## config.mk

```make
export PLATFORM = sky130hd
export DESIGN_NAME = hidden_delta_sequencer
export DESIGN_NICKNAME = d
export VERILOG_FILES = /design/src/rtl/hidden_delta_pkg.sv /design/src/rtl/hidden_delta_mul.sv /design/src/rtl/hidden_delta_sequencer.sv
export SDC_FILE = /design/constraint.sdc
export NUM_CORES = 1
export LEC_CHECK = 0
export ABC_AREA = 1
export CAP_MARGIN = 0
export CORE_MARGIN = 5
export CORE_UTILIZATION = 40
export DETAILED_ROUTE_END_ITERATION = 7
export PLACE_DENSITY_LB_ADDON = 0.05
export SLEW_MARGIN = 20
export SYNTH_ARGS = -nofsm -noshare
export SYNTH_HDL_FRONTEND = slang
export SYNTH_SLANG_ARGS = --single-unit
```

## constraint.sdc

```tcl
create_clock -name clk -period 15.9 [get_ports clk]
set_input_delay 3.975 -clock clk [delete_from_list [all_inputs] [get_ports clk]]
set_output_delay 3.975 -clock clk [all_outputs]
set_load 0.02 [all_outputs]
```

## src/rtl/hidden_delta_pkg.sv

```systemverilog
// Shared constants, operand widths and FSM encoding for the hidden-layer
// delta sequencer and its shared multiplier.
package hidden_delta_pkg;

  // Network shape and fixed-point format (1.0 = 256).
  localparam int N_OUT = 3;
  localparam int N_HID = 5;
  localparam int FRAC  = 8;

  // Operand widths.
  localparam int MAG_W = 10;  // unsigned Q2.8 magnitudes
  localparam int W_W   = 10;  // signed Q1.8 weights
  localparam int ACC_W = 14;  // signed accumulator
  localparam int SP_W  = 9;   // sigmoid derivative, 0..64
  localparam int X_W   = 9;   // clamped activation, 0..256
  localparam int K_W   = 2;
  localparam int J_W   = 3;

  // Shared multiplier: the A port must carry |acc| (up to 8191) in the
  // scale step, so it is wider than the B port.
  localparam int MUL_A_W = 15;
  localparam int MUL_B_W = 12;
  localparam int MUL_P_W = MUL_A_W + MUL_B_W;
  localparam int MUL_O_W = ACC_W;

  localparam logic [X_W-1:0]          ONE       = 9'd256;
  localparam logic signed [ACC_W-1:0] ACC_MAX   = 14'sd8191;
  localparam logic signed [ACC_W-1:0] ACC_MIN   = -14'sd8191;
  localparam logic [MAG_W-1:0]        DELTA_MAX = 10'd1023;

  typedef enum logic [2:0] {
    IDLE,
    MAC,
    SPRIME,
    SCALE,
    DONE
  } state_t;

endpackage

```

## src/rtl/hidden_delta_mul.sv

```systemverilog
// Shared signed multiplier: product, arithmetic shift right by FRAC, then
// saturation to the accumulator range. Purely combinational.
module hidden_delta_mul
  import hidden_delta_pkg::*;
(
  input  logic signed [MUL_A_W-1:0] i_a,
  input  logic signed [MUL_B_W-1:0] i_b,
  output logic signed [MUL_O_W-1:0] o_p
);

  localparam logic signed [MUL_P_W-1:0] P_MAX = MUL_P_W'(ACC_MAX);
  localparam logic signed [MUL_P_W-1:0] P_MIN = MUL_P_W'(ACC_MIN);

  logic signed [MUL_P_W-1:0] w_a_ext;
  logic signed [MUL_P_W-1:0] w_b_ext;
  logic signed [MUL_P_W-1:0] w_prod;
  logic signed [MUL_P_W-1:0] w_shift;

  assign w_a_ext = {{(MUL_P_W-MUL_A_W){i_a[MUL_A_W-1]}}, i_a};
  assign w_b_ext = {{(MUL_P_W-MUL_B_W){i_b[MUL_B_W-1]}}, i_b};
  assign w_prod  = w_a_ext * w_b_ext;
  assign w_shift = w_prod >>> FRAC;

  // Clamp the scaled product into the symmetric accumulator range.
  always_comb begin
    if (w_shift > P_MAX)      o_p = ACC_MAX;
    else if (w_shift < P_MIN) o_p = ACC_MIN;
    else                      o_p = w_shift[MUL_O_W-1:0];
  end

endmodule

```

## src/rtl/hidden_delta_sequencer.sv

```systemverilog
// Hidden-layer backprop delta sequencer. One shared multiplier is stepped
// through MAC (x N_OUT), SPRIME and SCALE for each hidden neuron in turn.
module hidden_delta_sequencer
  import hidden_delta_pkg::*;
(
  input  logic                         clk,
  input  logic                         rst,
  input  logic                         start,
  input  logic [N_OUT*MAG_W-1:0]       delta1_mag,
  input  logic [N_OUT-1:0]             delta1_sign,
  input  logic [N_OUT*N_HID*W_W-1:0]   weight,
  input  logic [N_HID*MAG_W-1:0]       out0_cal,
  output logic                         busy,
  output logic                         done,
  output logic [N_HID*MAG_W-1:0]       delta0,
  output logic [N_HID-1:0]             sign0
);

  localparam logic [K_W-1:0] K_LAST = K_W'(N_OUT - 1);
  localparam logic [J_W-1:0] J_LAST = J_W'(N_HID - 1);
  localparam logic signed [ACC_W:0]     SUM_MAX = (ACC_W+1)'(ACC_MAX);
  localparam logic signed [ACC_W:0]     SUM_MIN = (ACC_W+1)'(ACC_MIN);
  localparam logic signed [MUL_O_W-1:0] M_CLAMP = MUL_O_W'(DELTA_MAX);

  state_t r_state;
  state_t w_state_next;

  // Input snapshot taken on the accept cycle.
  logic [MAG_W-1:0]        r_d1_mag  [N_OUT];
  logic [N_OUT-1:0]        r_d1_sign;
  logic signed [W_W-1:0]   r_w       [N_OUT][N_HID];
  logic [MAG_W-1:0]        r_out0    [N_HID];

  logic [K_W-1:0]          r_k;
  logic [J_W-1:0]          r_j;
  logic signed [ACC_W-1:0] r_acc;
  logic [SP_W-1:0]         r_sp;
  logic [MAG_W-1:0]        r_delta0  [N_HID];
  logic [N_HID-1:0]        r_sign0;

  logic                      w_accept;
  logic signed [MUL_A_W-1:0] w_mag_ext;
  logic signed [W_W-1:0]     w_wsel;
  logic [X_W-1:0]            w_x;
  logic [X_W-1:0]            w_one_minus_x;
  logic [ACC_W-1:0]          w_acc_abs;
  logic signed [MUL_A_W-1:0] w_mul_a;
  logic signed [MUL_B_W-1:0] w_mul_b;
  logic signed [MUL_O_W-1:0] w_mul_p;
  logic signed [ACC_W:0]     w_sum;
  logic signed [ACC_W-1:0]   w_acc_next;
  logic [MAG_W-1:0]          w_m;
  logic                      w_sign;

  assign w_accept = (r_state == IDLE) && start;
  assign busy     = (r_state == MAC) || (r_state == SPRIME) || (r_state == SCALE);
  assign done     = (r_state == DONE);

  // State register.
  always_ff @(posedge clk) begin
    // NOTE: sequential state uses non-blocking assignments so every flop
    // samples pre-edge values regardless of process ordering.
    if (rst) r_state <= IDLE;
    else     r_state <= w_state_next;
  end

  // Next-state sequencing through the per-neuron step order.
  always_comb begin
    // NOTE: default assigned first so no path leaves the output unassigned
    // (which would infer a latch).
    w_state_next = r_state;
    case (r_state)
      IDLE:    if (start) w_state_next = MAC;
      MAC:     if (r_k == K_LAST) w_state_next = SPRIME;
      SPRIME:  w_state_next = SCALE;
      SCALE:   w_state_next = (r_j == J_LAST) ? DONE : MAC;
      DONE:    w_state_next = IDLE;
      default: w_state_next = IDLE;
    endcase
  end

  // Capture all inputs when a start is accepted.
  always_ff @(posedge clk) begin
    // NOTE: the snapshot is pure data, always loaded before use, so it has
    // no reset; only control and visible outputs are reset.
    if (w_accept) begin
      r_d1_sign <= delta1_sign;
      for (int k = 0; k < N_OUT; k++) begin
        r_d1_mag[k] <= delta1_mag[k*MAG_W +: MAG_W];
        for (int j = 0; j < N_HID; j++)
          r_w[k][j] <= weight[(k*N_HID + j)*W_W +: W_W];
      end
      for (int j = 0; j < N_HID; j++)
        r_out0[j] <= out0_cal[j*MAG_W +: MAG_W];
    end
  end

  // Operand sources for each step.
  assign w_mag_ext     = {{(MUL_A_W-MAG_W){1'b0}}, r_d1_mag[r_k]};
  assign w_wsel        = r_w[r_k][r_j];
  assign w_x           = (r_out0[r_j] > 10'd256) ? ONE : r_out0[r_j][X_W-1:0];
  assign w_one_minus_x = ONE - w_x;
  assign w_acc_abs     = r_acc[ACC_W-1] ? -r_acc : r_acc;

  // Shared-multiplier operand mux, selected by state.
  always_comb begin
    w_mul_a = '0;
    w_mul_b = '0;
    case (r_state)
      MAC: begin
        w_mul_a = r_d1_sign[r_k] ? -w_mag_ext : w_mag_ext;
        w_mul_b = {{(MUL_B_W-W_W){w_wsel[W_W-1]}}, w_wsel};
      end
      SPRIME: begin
        w_mul_a = {{(MUL_A_W-X_W){1'b0}}, w_x};
        w_mul_b = {{(MUL_B_W-X_W){1'b0}}, w_one_minus_x};
      end
      SCALE: begin
        w_mul_a = {1'b0, w_acc_abs};
        w_mul_b = {{(MUL_B_W-SP_W){1'b0}}, r_sp};
      end
      default: ;
    endcase
  end

  hidden_delta_mul u_mul (
    .i_a (w_mul_a),
    .i_b (w_mul_b),
    .o_p (w_mul_p)
  );

  // Saturating accumulate and output clamp.
  assign w_sum = {r_acc[ACC_W-1], r_acc} + {w_mul_p[MUL_O_W-1], w_mul_p};

  always_comb begin
    if (w_sum > SUM_MAX)      w_acc_next = ACC_MAX;
    else if (w_sum < SUM_MIN) w_acc_next = ACC_MIN;
    else                      w_acc_next = w_sum[ACC_W-1:0];
  end

  assign w_m    = (w_mul_p > M_CLAMP) ? DELTA_MAX : w_mul_p[MAG_W-1:0];
  assign w_sign = r_acc[ACC_W-1] && (w_m != '0);

  // Datapath registers: accumulator, indices, derivative and results.
  always_ff @(posedge clk) begin
    if (rst) begin
      r_acc   <= '0;
      r_k     <= '0;
      r_j     <= '0;
      r_sp    <= '0;
      r_sign0 <= '0;
      for (int j = 0; j < N_HID; j++) r_delta0[j] <= '0;
    end else begin
      case (r_state)
        IDLE: begin
          if (start) begin
            r_acc <= '0;
            r_k   <= '0;
            r_j   <= '0;
          end
        end
        MAC: begin
          r_acc <= w_acc_next;
          r_k   <= (r_k == K_LAST) ? '0 : r_k + 1'b1;
        end
        SPRIME: r_sp <= w_mul_p[SP_W-1:0];
        SCALE: begin
          r_delta0[r_j] <= w_m;
          r_sign0[r_j]  <= w_sign;
          r_acc         <= '0;
          r_k           <= '0;
          if (r_j != J_LAST) r_j <= r_j + 1'b1;
        end
        default: ;
      endcase
    end
  end

  for (genvar g = 0; g < N_HID; g++) begin : g_out
    assign delta0[g*MAG_W +: MAG_W] = r_delta0[g];
  end
  assign sign0 = r_sign0;

endmodule

```

# Word level (Yosys, flattened, before mapping)
# Memory sizes are Yosys's and may differ from the RTL's. A register that Yosys moved wholly into a read port is not among the register bits.
# Index checks and enable logic that the tools add are counted.
dict set report op_classes {
  bitwise_logic 1
  n_reduce_logical 13
  n_lt_le_gt_ge 10
  n_eq_ne 10
  n_addsub 6
  n_mux 46
  multipliers 1
}
# cell count
set ops {}
lappend ops {{$mux W14} 6}
lappend ops {{$pmux W15 S3} 1}
lappend ops {{$pmux W14 S3} 1}
lappend ops {{$mux W10} 4}
lappend ops {{$pmux W12 S3} 1}
lappend ops {{$bmux W10 S3} 1}
lappend ops {{$mul A15 B12 Y27} 1}
lappend ops {{$mux W3} 8}
lappend ops {{$gt A19 B14 Y1 const B} 1}
lappend ops {{$lt A19 B14 Y1 const B} 1}
lappend ops {{$add A14 B14 Y15} 1}
lappend ops {{$gt A15 B14 Y1 const B} 1}
lappend ops {{$lt A15 B14 Y1 const B} 1}
lappend ops {{$mux W15} 1}
lappend ops {{$neg A10 Y15} 1}
lappend ops {{$gt A14 B11 Y1 const B} 1}
lappend ops {{$neg A14 Y14} 1}
lappend ops {{$mux W2} 6}
lappend ops {{$pmux W3 S4} 1}
lappend ops {{$gt A10 B9 Y1 const B} 1}
lappend ops {{$mux W1} 10}
lappend ops {{$reduce_bool A10 Y1} 1}
lappend ops {{$reduce_or A10 Y1} 1}
lappend ops {{$mux W9} 1}
lappend ops {{27 further kinds} 34}
dict set report word_totals {
  output_inout_bits 57
  wordCells 98
  ram_bits 280
  n_memories 4
  register_bits 39
  input_bits 236
}
# memory depth width rd rd_ports_with_merged_regs write_ports line_no
set mem_list {}
lappend mem_list {r_w 3 50 1 1 3 hidden_delta_sequencer.sv:31} ;# logic signed [W_W-1:0] r_w [N_OUT][N_HID];
lappend mem_list {r_delta0 5 10 5 0 5 hidden_delta_sequencer.sv:38} ;# logic [MAG_W-1:0] r_delta0 [N_HID];
lappend mem_list {r_out0 5 10 1 1 5 hidden_delta_sequencer.sv:32} ;# logic [MAG_W-1:0] r_out0 [N_HID];
lappend mem_list {r_d1_mag 3 10 1 1 3 hidden_delta_sequencer.sv:29} ;# logic [MAG_W-1:0] r_d1_mag [N_OUT];

# Depth between registers and ports, before layout
# Gate-level depths: netlist of the first run.
dict set report logic_depth {
  depth_word 14
  depth_mapped 65
  depth_no_buf 62
}

# Cells and area by module
# Synthesis of the first run repeated with hierarchy kept, for this count alone.
dict set report unflattened {
  hier_cells 2384
  hier_area_um2 21518.1
}
# module seq_area_each_um2 cells_per_inst area_each_um2 n_inst
set by_module_without_submodules {}
lappend by_module_without_submodules {hidden_delta_sequencer 9318.9 1427 14472.6 1}
lappend by_module_without_submodules {hidden_delta_mul 0.0 957 7045.5 1}

# Least setup slack after synthesis of the first run
# No wires, ideal clock.
dict set report synth_timing {
  kind {in2reg}
  start {input port start}
  end {memory r_d1_mag[0][0] (enable)}
  t_required_ns 15.068
  setup_ns 0.832
  slack_ns 0.765
  path_buffers 0
  t_arrival_ns 14.302
  path_stages 6
  cell_sequence {nand2_1 a21oi_1 inv_1 nor3_1 inv_1 nor2_1}
}
# item line_no
set synth_rtl {}
lappend synth_rtl {{start: declaration} hidden_delta_sequencer.sv:8} ;# input logic start,
lappend synth_rtl {{end: declaration} hidden_delta_sequencer.sv:29}

==> results.txt, run 1 <==
Max FO, Critical Path: 21
global placer's final weighted congestion: 0.965
measured slew at the worst slew-check pin: 1020 ps
Routed Antenna Nets: 0
root buffer cell: clkbuf_16
number of DRC markers in iteration 0: 1278
WL per Instance: 20.3 um
first-pass GRT wire length: 99600 um
drt total wl: 65900 um
Comb pwr share: 46.4%
Psw: 0.00154 W
LEAKAGE: 11.2 nW
fin. max-slew vios: 0
post-CTS setup buffers: 0
element type at the critical path end: flop
Worst-Skew Late Latency: 570 ps
post-synthesis register bit count: 324
CP max stage cell: dfxtp_1
P_int: 0.00206 W
first drt pass iteration count: 5
WS Path Type: flop to flop
setup slack after layout: 3480 ps
CTS tree: yes
CTS resizes: 0
Mapped Nets: 2711
Area after DPL: 24800 um2
Worst setup SP type: flop
Crit path arrival time: 12900 ps
max-cap violations: 0
RSZ-0062 raised after global routing: no
EDFF count, synth: 283
Final period util: 78.1%
H-tree levels: 2
initial antenna violation count: 7
I/O pin count: 293
synthesized cell area: 21200 um2
FP Rows: 84
Buffers on Ports: 292
Gate Count Post-Synth: 2238
Fillers: 4962
P per Cell Area: 138 nW/um2
Sink Count: 324
design area: 26000 um2
hold_buf cts: 0
library cells used by synthesis: 63
largest net degree at the start of global routing: 88
most frequent cells in the layout: 450 x nand2_1, 394 x inv_1, 292 x clkdlybuf4s50_1
# DRC: 0
Clock transition at path regs: 60 ps
die width: 240 um
most common cell after layout, fill and taps aside: nand2_1
die area: 57600 um2
syn avg cell area: 9.46 um2
vias in the first global route: 16700
total track usage: 22.7%
gr ovfl total: 0
result of the run: completed
DIE HEIGHT: 240 um
Min Clock Period, post-route: 12420 ps
setup TNS: 0 ps
Critical Path Max Stage Delay: 810 ps
core area: 52600 um2
final setup fails: 0
Clk pwr share: 23.5%
Final nets: 2998
Placement Setup Slack: 3680 ps
Fmax: 0.0805 GHz
vias per inst: 5.01
Layout Utilization: 49.5%
relative slew slack: 31.6%
Seq/Total Area, Yosys: 44.0%
area grow syn2layout: 22.7%
sequential power share: 30.1%
Max VDD drop: 0.0955 mV
total CTS buffers: 36
Req. time, crit path: 16380 ps
Final Skew: 27.2 ps
Initial Util: 40.3%
Yosys warnings: 0
Max Buffers Root-to-Sink: 3
predominant post-synthesis flop cell: edfxtp_1
Synth async-reset ratio: 0%
worst hold path class: flop to flop
Final Hold Viols: 0
share of cells above drive strength 1: 5.29%
sw frac: 42.7%
vias: 16300
DPL Wire Length: 52800 um
critical path's most frequent cell: inv_1
## cells by family after synthesis
family          count (synthesis)  synth area share (%)
simple gates                  876                  17.8
compound gates                304                  8.46
flops                         324                  44.0
xor+xnor                       20                 0.827
buf+inv                       472                  8.79
mux                             5                 0.236
fa+ha+maj                     237                  19.9
## path summary, 6_finish.rpt
path	slack, ps	cells after the start	start	to
max	3480	52	flop	r_acc[1]
min	480	2	sign0[1]	sign0[1]
max reg2reg	3480	52	flop	r_acc[1]
min reg2reg	480	2	sign0[1]	sign0[1]
## through the flow
| stage | instances | total power (W) | hold WS [ps] |
|---|---|---|---|
| after global routing | 3241 | 0.00386 | 519 |
| final | 3244 | 0.00360 | 483 |
| after global placement | 3175 | 0.00278 | 468 |
| after floorplan | 2238 | 0.00228 | 455 |
| after detailed placement | 3175 | 0.00276 | 475 |
| after CTS | 3241 | 0.00362 | 486 |
## final cells by class
class | instances | area (um2) | share of cell area [%]
Sequential cell | 324 | 9320 | 35.9
Tap cell | 688 | 861 | 3.31
Antenna cell | 3 | 7.51 | 0.0289
Timing Repair Buffer | 309 | 3050 | 11.7
Multi-Input combinational cell | 1442 | 10000 | 38.5
Clock buffer | 43 | 937 | 3.61
Clock inverter | 23 | 246 | 0.948
Inverter | 412 | 1550 | 5.98
## synth_stat cells (4+ instances only)
cell | count | share of area, %
o21ai_1 | 20 | 0.47
xor2_1 | 13 | 0.54
nand2_1 | 450 | 8.0
a31oi_1 | 12 | 0.35
buf_4 | 6 | 0.21
edfxtp_1 | 283 | 40
nand3_1 | 90 | 2.1
nor3_1 | 26 | 0.61
nor2_4 | 5 | 0.27
buf_6 | 5 | 0.27
a22o_1 | 9 | 0.37
dfxtp_1 | 41 | 3.9
nand2_2 | 14 | 0.41
o211ai_1 | 12 | 0.43
nor2_1 | 236 | 4.2
inv_1 | 394 | 7.0
nor2_2 | 7 | 0.21
clkbuf_1 | 28 | 0.50
a22oi_1 | 5 | 0.18
buf_2 | 17 | 0.40
a211oi_1 | 7 | 0.25
nand4_1 | 10 | 0.30
fa_1 | 165 | 16
ha_1 | 72 | 4.3
o21bai_1 | 8 | 0.28
o22ai_1 | 15 | 0.44
clkinv_1 | 4 | 0.071
a21oi_1 | 96 | 2.3
o21ai_0 | 84 | 2.0
xnor2_1 | 7 | 0.29
o21a_1 | 8 | 0.28
nor4_1 | 7 | 0.21
inv_2 | 13 | 0.23
nand3b_1 | 9 | 0.32
nor2_8 | 6 | 0.57
mux2i_1 | 5 | 0.24
## registers in the layout, summed over array words and instances, names as in the netlist, named ones only
| signal | flops |
|---|---|
| r_w | 150 |
| r_delta0 | 50 |
| r_out0 | 50 |
| r_d1_mag | 30 |
| r_acc | 14 |
| r_sp | 9 |
| sign0 | 5 |
| r_d1_sign | 3 |
| r_j | 3 |
| r_state | 3 |
| r_k | 2 |
## layer usage
layer | share of wire, % | vias up | track usage (%)
li1 | - | 7822 | -
met1 | 44 | 7851 | 31.8
met2 | 47 | 497 | 36.0
met3 | 6.7 | 81 | 5.33
met4 | 2.4 | 8 | 5.91
met5 | 0.10 | - | 0
## power groups by stage
stage | Clock, W | Combinational (W) | Sequential, W
after floorplan | 0 | 0.00116 | 0.00112
after global routing | 0.000900 | 0.00186 | 0.00109
after CTS | 0.000865 | 0.00167 | 0.00108
after global placement | 0 | 0.00168 | 0.00110
final | 0.000847 | 0.00167 | 0.00108
after detailed placement | 0 | 0.00166 | 0.00110
## critical path, delay by kind of cell (launching register included)
kind,cells,cell delay [ps]
adders and majority gates,8,3720
and+or+nand+nor,21,3250
AOI/OAI and AO/OA,10,2420
buffers and inverters,11,1660
DFF,1,810
xor gates and xnor gates,1,310
muxes,1,150
Power figures use the tool's default switching activity.
==> inputs of run 2 (changes only) <==
clock period = 10.7 ns   (was 15.9 ns; I/O delays follow)
==> results.txt, run 2 (synthesis gave the netlist of run 1 again) <==
Largest Register: r_w
Clock transition at path regs: 60 ps (about the same)
global placer's final weighted congestion: 0.901 (-6.6%)
total CTS buffers: 37 (+2.8%)
total track usage: 22.7% (-0.047 points)
Pwr Total: 0.00588 W (+63%)
DIE HEIGHT: 240 um (unchanged)
WL met2: 31700 um (+3.0%)
result of the run: completed
Routed Antenna Nets: 0 (unchanged)
Max VDD drop: 0.190 mV (+99%)
relative slew slack: 34.6% (+3.0 points)
LEAKAGE: 11.7 nW (+4.3%)
DPL Wire Length: 54100 um (+2.5%)
share of cells above drive strength 1: 9.41% (+4.1 points)
die width: 240 um (unchanged)
root buffer cell: clkbuf_16
hold_buf cts: 0 (unchanged)
WL per Instance: 19.9 um (-2.0%)
fin. max-slew vios: 0 (unchanged)
Largest regs: r_w: 150 flops, r_delta0: 50 flops, r_out0: 50 flops
vias: 16800 (+3.5%)
core area: 52600 um2 (unchanged)
WS Path Type: flop to flop
final setup fails: 0 (unchanged)
Fillers: 4947 (-0.30%)
CP Buf/Inv Count: 9 (-2)
die area: 57600 um2 (unchanged)
largest net degree at the start of global routing: 166 (+89%)
I/O pin count: 293 (unchanged)
RSZ-0062 raised after global routing: no
# DRC: 0 (unchanged)
number of DRC markers in iteration 0: 1217 (-4.8%)
worst hold slack: 475 ps (-8.12 ps)
first drt pass iteration count: 5 (unchanged)
most frequent cells in the layout: 443 x nand2_1, 390 x inv_1, 292 x clkdlybuf4s50_1
placed cell count: 3262 (+2.7%)
critical path's most frequent cell: nand2_1
vias per inst: 5.05 (+0.66%)
Final Skew: 15.7 ps (-11.5 ps)
worst hold path class: flop to flop
most common cell after layout, fill and taps aside: nand2_1
Crit path arrival time: 10480 ps (-2420 ps)
hold depth: 2 (unchanged)
P per Cell Area: 219 nW/um2 (+58%)
length in cells of the worst reg-to-reg path: 54 (+3.8%)
vias in the first global route: 17300 (+3.6%)
Critical Path Max Stage Delay: 570 ps (-240 ps)
FP Rows: 84 (unchanged)
Final Hold Viols: 0 (unchanged)
area grow syn2layout: 26.7%
CP delay by family, top: adder cells
Sink Count: 324 (unchanged)
number of cells in the finished layout apart from fillers: 3336 (+2.8%)
Max FO, Critical Path: 20 (-4.8%)
Buffers on Ports: 292 (unchanged)
Worst setup SP type: flop
uppermost routed layer: met5
H-tree levels: 2 (unchanged)
M1 WL: 29000 um (-0.13%)
WP depth: 54 (+3.8%)
Initial Util: 40.3% (unchanged)
number of flip-flops in the largest register: 150 (unchanged)
Worst-Skew Late Latency: 550 ps (-20 ps)
Final period util: 93.7% (+16 points)
Placement Setup Slack: 383 ps (-3300 ps)
Max Buffers Root-to-Sink: 3 (unchanged)
Final nets: 3090 (+3.1%)
element type at the critical path end: flop
gr ovfl total: 0 (unchanged)
initial antenna violation count: 3 (-4)
CP max stage cell: fa_1
first-pass GRT wire length: 100000 um (+0.39%)
max-cap violations: 0 (unchanged)
measured slew at the worst slew-check pin: 978 ps (-45.5 ps)
Req. time, crit path: 11150 ps (-5230 ps)
CTS tree: yes
setup TNS: 0 ps (unchanged)
DR WL met3: 4260 um (-3.3%)
Fmax: 0.0997 GHz (+24%)
Min Clock Period, post-route: 10030 ps (-2390 ps)
setup slack after layout: 671 ps (-2810 ps)
drt total wl: 66400 um (+0.79%)
run 2: changes by cell type in the layout (fill, tap and decap cells not counted), moves of 4 or more:
cell,delta
buf_4,+87
buf_12,+4
nand2_1,-7
inv_1,-4
clkbuf_8,+4
nand2_2,+4
run 2: report_power, final:
group | internal (W) | switching (W)
Clock | 0.000730 | 0.000510
Combinational | 0.00118 | 0.00185
Sequential | 0.00155 | 0.0000668
Total | 0.00345 | 0.00243
run 2: per-layer routing:
metal  up-vias  global-route usage (%)
met2       517                    37.3
met4         2                    5.36
met3        89                    4.86
met1      8204                    31.1
li1       8019                       -
met5         -                       0
run 2: final cells by class:
| type | instances | area, um2 | share of cell area [%] |
|---|---|---|---|
| Clock buffer | 53 | 1080 | 4.02 |
| Tap cell | 688 | 861 | 3.21 |
| Inverter | 412 | 1570 | 5.85 |
| Sequential cell | 324 | 9320 | 34.8 |
| Multi-Input combinational cell | 1442 | 10100 | 37.6 |
| Antenna cell | 2 | 5.00 | 0.0187 |
| Timing Repair Buffer | 400 | 3790 | 14.1 |
| Clock inverter | 15 | 111 | 0.415 |
run 2: per-stage QoR:
step           cell area (um2)  util, %
2_1_floorplan            21200        -
3_3_place_gp             25500     48.5
3_5_place_dp             25500     48.5
4_1_cts                  26700     50.8
5_1_grt                  26800     51.0
6_report                 26800     51.1
run 2: timing repair:
item / in CTS / in global routing
endpoints found under the setup margin: 0 / 13
buffers inserted: 0 / 4
resized for setup: 0 / 33
run 2: path summary, 6_finish.rpt:
kind	from	to	slack, ps
max reg2reg	flop	r_acc[1]	670
min	sign0[4]	sign0[4]	480
max	flop	r_acc[1]	670
min reg2reg	sign0[4]	sign0[4]	480
run 2: worst reg2reg max path, delay by kind of cell, from the launching register on:
family / cells / cell delay (ps)
simple gates: 26 / 3190
flops: 1 / 410
buf+inv: 9 / 950
xor+xnor: 1 / 310
compound gates: 10 / 1430
fa+ha+maj: 8 / 3660
==> inputs of run 3 (changes only) <==
REMOVE_ABC_BUFFERS = 1   (was unset)
==> results.txt, run 3 (synthesis gave the netlist of run 1 again) <==
global placer's final weighted congestion: 0.979 (+8.6%)
result of the run: completed
final setup fails: 0 (unchanged)
vias per inst: 5.01 (-0.66%)
Min Clock Period, post-route: 10060 ps (+28.1 ps)
die width: 240 um (unchanged)
P per Cell Area: 206 nW/um2 (-5.8%)
Worst setup SP type: flop
Pwr Total: 0.00549 W (-6.6%)
FP Rows: 84 (unchanged)
Hold Startpoint: r_k[1]
worst hold slack: 479 ps (+3.37 ps)
area grow syn2layout: 25.7%
# DRC: 0 (unchanged)
RSZ-0062 raised after global routing: no
CTS tree: yes
total track usage: 21.8% (-0.90 points)
die area: 57600 um2 (unchanged)
relative slew slack: 32.9% (-1.7 points)
DIE HEIGHT: 240 um (unchanged)
Final Skew: 37.1 ps (+21.4 ps)
vias: 16500 (-1.8%)
hold_buf cts: 0 (unchanged)
vias in the first global route: 16700 (-3.1%)
share of cells above drive strength 1: 8.78% (-0.63 points)
reg2reg end: r_acc[5]
Routed Antenna Nets: 0 (unchanged)
Buffers on Ports: 292 (unchanged)
most common cell after layout, fill and taps aside: nand2_1
CP max stage cell: fa_1
max-cap violations: 0 (unchanged)
critical path's most frequent cell: inv_1
Initial Util: 40.3% (unchanged)
LEAKAGE: 11.5 nW (-1.6%)
WL per Instance: 19.3 um (-3.2%)
H-tree levels: 2 (unchanged)
DPL Wire Length: 51500 um (-4.7%)
element type at the critical path end: flop
number of flip-flops in the largest register: 150 (unchanged)
sw frac: 42.4% (+1.1 points)
fin. max-slew vios: 0 (unchanged)
Largest regs: r_w: 150 flops, r_delta0: 50 flops, r_out0: 50 flops
WS Path Type: flop to flop
drt total wl: 63500 um (-4.4%)
first drt pass iteration count: 6 (+1)
first-pass GRT wire length: 95800 um (-4.2%)
Max Buffers Root-to-Sink: 3 (unchanged)
number of DRC markers in iteration 0: 1255 (+3.1%)
most frequent cells in the layout: 445 x nand2_1, 389 x inv_1, 292 x clkdlybuf4s50_1
largest net degree at the start of global routing: 171 (+3.0%)
P_int: 0.00317 W (-8.3%)
Final Hold Viols: 0 (unchanged)
Comb pwr share: 48.7% (-2.8 points)
Worst-Skew Late Latency: 560 ps (about the same)
total CTS buffers: 36 (-2.7%)
length in cells of the worst reg-to-reg path: 55 (+1.9%)
Sink Count: 324 (unchanged)
Fillers: 4984 (+0.75%)
Req. time, crit path: 11150 ps (about the same)
root buffer cell: clkbuf_16
initial antenna violation count: 4 (+1)
sequential power share: 29.2% (+1.8 points)
Largest Register: r_w
Layout Utilization: 50.6% (-0.41 points)
measured slew at the worst slew-check pin: 981 ps (+3.24 ps)
core area: 52600 um2 (unchanged)
setup slack after layout: 643 ps (-28.1 ps)
Psw: 0.00233 W (-4.2%)
Final nets: 3053 (-1.2%)
gr ovfl total: 0 (unchanged)
Max FO, Critical Path: 12 (-40%)
I/O pin count: 293 (unchanged)
Fmax: 0.0994 GHz (-0.28%)
Crit path arrival time: 10510 ps (+30 ps)
Max VDD drop: 0.178 mV (-6.6%)
Final period util: 94.0% (+0.26 points)
Placement Setup Slack: 236 ps (-146 ps)
worst reg-to-reg setup slack: 640 ps (-30 ps)
worst hold path class: flop to flop
Clk pwr share: 22.1% (+1.0 points)
Critical Path Max Stage Delay: 550 ps (-20 ps)
Clock transition at path regs: 60 ps (about the same)
hold depth: 2 (unchanged)
==> run 3: changes by cell type in the layout (fill, tap and decap cells not counted), sizes merged <==
cell      previous run  this run
nand2              466       467
buf                108        71
clkinv              15        13
clkinvlp             3         4
inv                408       407
clkbuf              53        52
==> run 3: power by group through the flow <==
stage | clock [W] | combinational, W | sequential (W)
after floorplan | 0 | 0.00168 | 0.00167
after global placement | 0 | 0.00263 | 0.00163
after detailed placement | 0 | 0.00262 | 0.00163
after CTS | 0.00125 | 0.00264 | 0.00160
after global routing | 0.00130 | 0.00296 | 0.00162
final | 0.00121 | 0.00268 | 0.00161
==> run 3: worst max path at each step <==
stage / endpoint / slack (ps) / cells after the start
detailed placement: r_acc[1] / 240 / 48
global route: r_acc[1] / 0.5 / 57
finish: r_acc[5] / 640 / 55
CTS: r_acc[1] / 200 / 48
global placement: r_acc[1] / 330 / 48
floorplan: r_d1_mag[0][0] / -3460 / 6
==> run 3: critical path, delay by kind of cell, from the launching register on <==
kind / cells / cell delay, ps
AOI/OAI and AO/OA: 10 / 1620
xor gates and xnor gates: 1 / 120
adders and majority gates: 9 / 3840
buffers and inverters: 12 / 1180
DFF: 1 / 420
and+or+nand+nor: 23 / 2770
==> run 3: cell type report <==
class                   count  area, um2  area share, %
multi-input cells        1443      10200           38.2
flip-flops and latches    324       9320           35.0
repair buffers            363       3510           13.2
inverters                 412       1560           5.88
clock buffers              52       1010           3.80
well taps                 688        861           3.23
clock inverters            13        158          0.592
diodes                      2       5.00         0.0188
==> run 3: what timing repair did <==
action,4_1_cts,5_1_grt
setup endpoints to repair,0,13
resized for setup,0,54
buffers inserted,0,11
==> run 3: metrics by stage <==
step | cells | instance area (um2) | setup TNS (ps)
detailed placement | 3218 | 25200 | 0
global placement | 3218 | 25200 | 0
global route | 3297 | 26600 | 0
CTS | 3283 | 26300 | 0
floorplan | 2178 | 20900 | -812540
finish | 3297 | 26600 | 0
==> run 3: routing by layer <==
metal  global-route usage [%]  wire (um)  vias to the layer above
met1                     28.9      26700                     8001
met3                     4.86       4170                       77
li1                         -          -                     7935
met5                        0         34                        -
met2                     36.7      31500                      507
met4                     5.30       1100                        4
